### src/rtl/pc_fetch_stage.sv
// Instruction-fetch stage: owns the PC, selects the next PC and feeds IF/ID over a valid/ready handshake.
// Optional feature: define DELAY_SLOT_EN to keep the IF slot valid across a redirect (MIPS branch delay slot).
module pc_fetch_stage #(
    parameter logic [31:0] RESET_PC  = 32'h0000_3000,
    parameter int          CNT_WIDTH = 32
) (
    input  logic                 clk,
    input  logic                 reset_n,
    output logic [31:0]          pc_o,
    input  logic [31:0]          pc_plus4_i,
    input  logic [31:0]          instr_i,
    input  logic                 redirect_valid_i,
    input  logic [31:0]          redirect_target_i,
    output logic                 if_valid_o,
    input  logic                 if_ready_i,
    output logic [31:0]          instr_o,
    output logic [31:0]          if_pc_o,
    output logic                 fetch_adel_o,
    output logic [CNT_WIDTH-1:0] fetch_cnt_o
);

    typedef enum logic [1:0] {
        BOOT = 2'd0,
        RUN  = 2'd1,
        PEND = 2'd2
    } state_e;

    state_e               state_q, state_d;
    logic [31:0]          pc_q, pc_d;
    logic [31:0]          pend_q, pend_d;
    logic [CNT_WIDTH-1:0] cnt_q, cnt_d;
    logic                 pend_valid;
    logic                 advance;
    logic                 xfer;

    // A pending redirect exists exactly while the FSM sits in PEND.
    assign pend_valid = (state_q == PEND);

`ifdef DELAY_SLOT_EN
    assign if_valid_o = (state_q != BOOT);
`else
    assign if_valid_o = (state_q == RUN) & ~redirect_valid_i;
`endif

    // Killed slots still advance the PC; only BOOT and stalls hold it.
    assign advance = (state_q != BOOT) & if_ready_i;
    assign xfer    = if_valid_o & if_ready_i;

    always_comb begin
        // NOTE: every signal gets a default first so no path leaves it unassigned (no latch).
        state_d = state_q;
        pc_d    = pc_q;
        pend_d  = pend_q;
        cnt_d   = cnt_q;

        if (xfer) begin
            cnt_d = cnt_q + CNT_WIDTH'(1);
        end

        if (state_q == BOOT) begin
            state_d = RUN;
        end else if (advance) begin
            state_d = RUN;
            if (redirect_valid_i) begin
                pc_d = redirect_target_i;
            end else if (pend_valid) begin
                pc_d = pend_q;
            end else begin
                pc_d = pc_plus4_i;
            end
        end else if (redirect_valid_i) begin
            // Stalled: remember the latest redirect until IF/ID accepts again.
            state_d = PEND;
            pend_d  = redirect_target_i;
        end
    end

    always_ff @(posedge clk or negedge reset_n) begin
        if (!reset_n) begin
            state_q <= BOOT;
            pc_q    <= RESET_PC;
            pend_q  <= '0;
            cnt_q   <= '0;
        end else begin
            // NOTE: sequential state uses non-blocking assignments so all flops update together.
            state_q <= state_d;
            pc_q    <= pc_d;
            pend_q  <= pend_d;
            cnt_q   <= cnt_d;
        end
    end

    assign pc_o         = pc_q;
    assign if_pc_o      = pc_q;
    assign instr_o      = instr_i;
    assign fetch_adel_o = (pc_q[1:0] != 2'b00);
    assign fetch_cnt_o  = cnt_q;

endmodule

### config.mk
export PLATFORM = sky130hd
export DESIGN_NAME = pc_fetch_stage
export DESIGN_NICKNAME = d
export VERILOG_FILES = /design/src/rtl/pc_fetch_stage.sv
export SDC_FILE = /design/constraint.sdc
export NUM_CORES = 1
export LEC_CHECK = 0
export CAP_MARGIN = 20
export CORE_MARGIN = 2
export CORE_UTILIZATION = 30
export DETAILED_ROUTE_END_ITERATION = 8
export GPL_TIMING_DRIVEN = 0
export SLEW_MARGIN = 30
export SYNTH_ARGS = -nofsm -noshare
export SYNTH_HDL_FRONTEND = slang
export SYNTH_SLANG_ARGS = --single-unit
export TNS_END_PERCENT = 30
### constraint.sdc
create_clock -name clk -period 2.5 [get_ports clk]
set_input_delay 0.5 -clock clk [delete_from_list [all_inputs] [get_ports clk]]
set_output_delay 0.5 -clock clk [all_outputs]
set_load 0.005 [all_outputs]
==> flow_summary.ini, run 1 <==
[critical_path]
critPathArrivalTime_ps = 1910
path_cells = clkdlybuf4s50_1 > buf_4 > clkbuf_4 > nor3b_1 > dlygate4sd2_1
critPathLaunchType = input pin
critPathMaxStageDelay_ps = 500
crit_path_end_kind = output port
cp_max_fo = 10
critPathRequiredTime_ps = 2000
path_class = in -> out
cp_slowest_cell = clkdlybuf4s50_1

[grt]
grt_overflow = 0
grt_first_pass_wirelength_um = 21600
antenna_found_initial = 0
grt_pass1_vias = 4104
grtUsageTotal_pct = 15.5
grt_start_max_net_pins = 56

[synth]
yosysSeqAreaShare_pct = 49.5
ys_ff_latch = 98
ys_warn_count = 0
synth_fp_nets = 578
synth_edf_count = 0
synth_area_per_cell_sq_um = 10.4
synthArstFlopShare_pct = 100
syn_inst = 477
synth_cell_types = 37
synth_ff_type = dfrtp_1
syn_area_sq_um = 4960

[clock_tree]
clk_pin_slew_worst_paths_ps = 70
clk_latency_ps = 340
cts_max_level = 3
cts_buffers = 9
clkSinkCount = 98
cts-hold-fix-buffers = 0
root_buffer = clkbuf_16
cts_buffer_depth = 2
cts_setup_buffers = 0
cts_tree = built

[drt]
vias_per_cell = 4.47
detail-route-antenna-nets = 0
avgRoutedWirePerCell_um = 15.0
drt_iter0_markers = 130
wl_um = 13700
drc = 0
vias = 4073
first_pass_iters = 6

[hold_path]
hold_path.class = in -> async

[power_and_ir_drop]
fin_total_pwr_uw = 4420
power_density_nw_per_um2 = 587
power.leakage_uw = 0.00317
vdd_drop_max_mv = 0.343

[timing]
setup_violations = 0
skew_ps = 9.11
fmax_mhz = 416
timing.final.hold_violations = 0
max_slew_margin_pct = 46.4
slew_violations = 0
rsz0062_at_grt = no
period_share_pct = 96.2
worst_slew_pin_slew_ps = 798
period_needed_ps = 2410

[final_layout]
antenna_cells = 0
layoutNonFillerInstCount = 911
drive_above_1_share_pct = 19.7
area_growth_pct = 51.7
finalNetCount = 787
fill_cells = 1559
final_area_sq_um = 7530

[floorplanning]
die_area_sq_um = 17600
ios = 230
die_h_um = 133
num_rows = 47
initial_core_util_pct = 30.3
die_x_um = 133
core_sq_um = 16300

[placement]
dp_hpwl_um = 10200
dp_cells = 895
placed_cell_area_sq_um = 7240
portBuffers = 197
routabilityCongestion = 0.808

[run]
drv_cap = 0

[run_status]
status = completed
[logic make-up after synthesis]
kind of cell	after synthesis	share of synthesized area [%]
simple gates	128	12.3
xor+xnor	31	5.62
buf+inv	88	11.7
mux	65	13.9
compound gates	66	6.71
fa+ha+maj	1	0.252
flops	98	49.5
[power by group]
part	switching, uW	total [uW]	internal [uW]
logic	370	1130	756
clock network	600	1330	728
registers	168	1970	1800
total	1140	4420	3280
[cell usage after synthesis, types with 2 or more instances]
library cell,n,area [sq um]
xor2_1,12,105
a21oi_1,32,160
xnor2_1,18,158
mux2_2,33,372
inv_1,2,7.51
o21ai_0,32,160
nand3_1,14,70.1
and3_1,2,12.5
nor2_1,45,169
dfstp_2,2,52.6
buf_2,8,40.0
buf_4,64,480
nor3b_1,2,15.0
nor3_1,3,15.0
clkbuf_1,13,48.8
nand2_1,42,158
nand4_1,6,37.5
and4_1,2,17.5
mux2i_1,32,320
dfrtp_1,96,2400
[sequential cells by signal, summed over array words and instances, names as in the netlist]
signal       count
pend_q          32
state_q          2
if_pc_o         32
fetch_cnt_o     32
[repair_timing]
item	4_1_cts	5_1_grt
gates resized for setup	5	1
cloned	0	0
setup endpoints to repair	1	1
[critical path: cells and delay by family]
family        cells  cell delay (ps)
buf+inv           4             1230
simple gates      1              180
[layer usage]
layer  GRT usage [%]  wire [um]  up-vias
met3            4.18        929       18
li1                -          -     1957
met4            5.91        268        0
met1            19.1       5940     1948
met2            25.8       6570      150
met5               0          0        -
[worst paths after layout]
kind	start	endpoint	slack [ps]	cells after the start
setup / recovery	redirect_valid_i	if_valid_o	90	5
hold / removal	reset_n	fetch_cnt_o[31]	100	1
setup reg to reg	state_q[1]	pend_q[3]	470	4
hold reg to reg	fetch_cnt_o[26]	fetch_cnt_o[26]	480	1
max in group asynchronous	reset_n	if_pc_o[13]	1740	2
min in group clk	fetch_cnt_o[26]	fetch_cnt_o[26]	480	1
[cell type report]
cell class | count | area [sq um] | area share, %
clock inverters | 4 | 26.3 | 0.349
inverters | 2 | 7.51 | 0.0998
flip-flops and latches | 98 | 2450 | 32.6
repair buffers | 198 | 2000 | 26.6
multi-input cells | 291 | 1930 | 25.6
plain buffers | 86 | 581 | 7.71
clock buffers | 12 | 256 | 3.41
well taps | 220 | 275 | 3.66
[placed cells by master (no fill, tap or decap), drive strengths merged, types with 2 or more instances in the layout]
cell           count
inv                2
o21ai             33
and4               2
buf               76
and3               2
nor3b              2
a21oi             32
nand2             43
xor2              13
and2               2
nand3             15
clkdlybuf4s50    195
clkinv             3
dfstp              2
mux2i             32
dfrtp             96
mux2              33
nor2              45
nand4              7
clkbuf            24
nor3               4
xnor2             18
[per-stage QoR]
step | hold slack, ps | utilization (%) | setup slack, ps | setup TNS [ps]
after global routing | 150 | 46.0 | 0.146 | 0
after global placement | 466 | 44.1 | -2860 | -283990
after detailed placement | 467 | 44.3 | -583 | -5680
final | 98.6 | 46.0 | 94.4 | 0
after CTS | 129 | 46.0 | 54.4 | 0
after floorplan | 204 | - | 784 | 0
Power figures use the tool's default switching activity.
==> run 2, diff against run 1 <==
- CTS_CLUSTER_SIZE: default -> 40
==> results of run 2 <==
Final layout, timing and power as in run 1 (identical DEF).
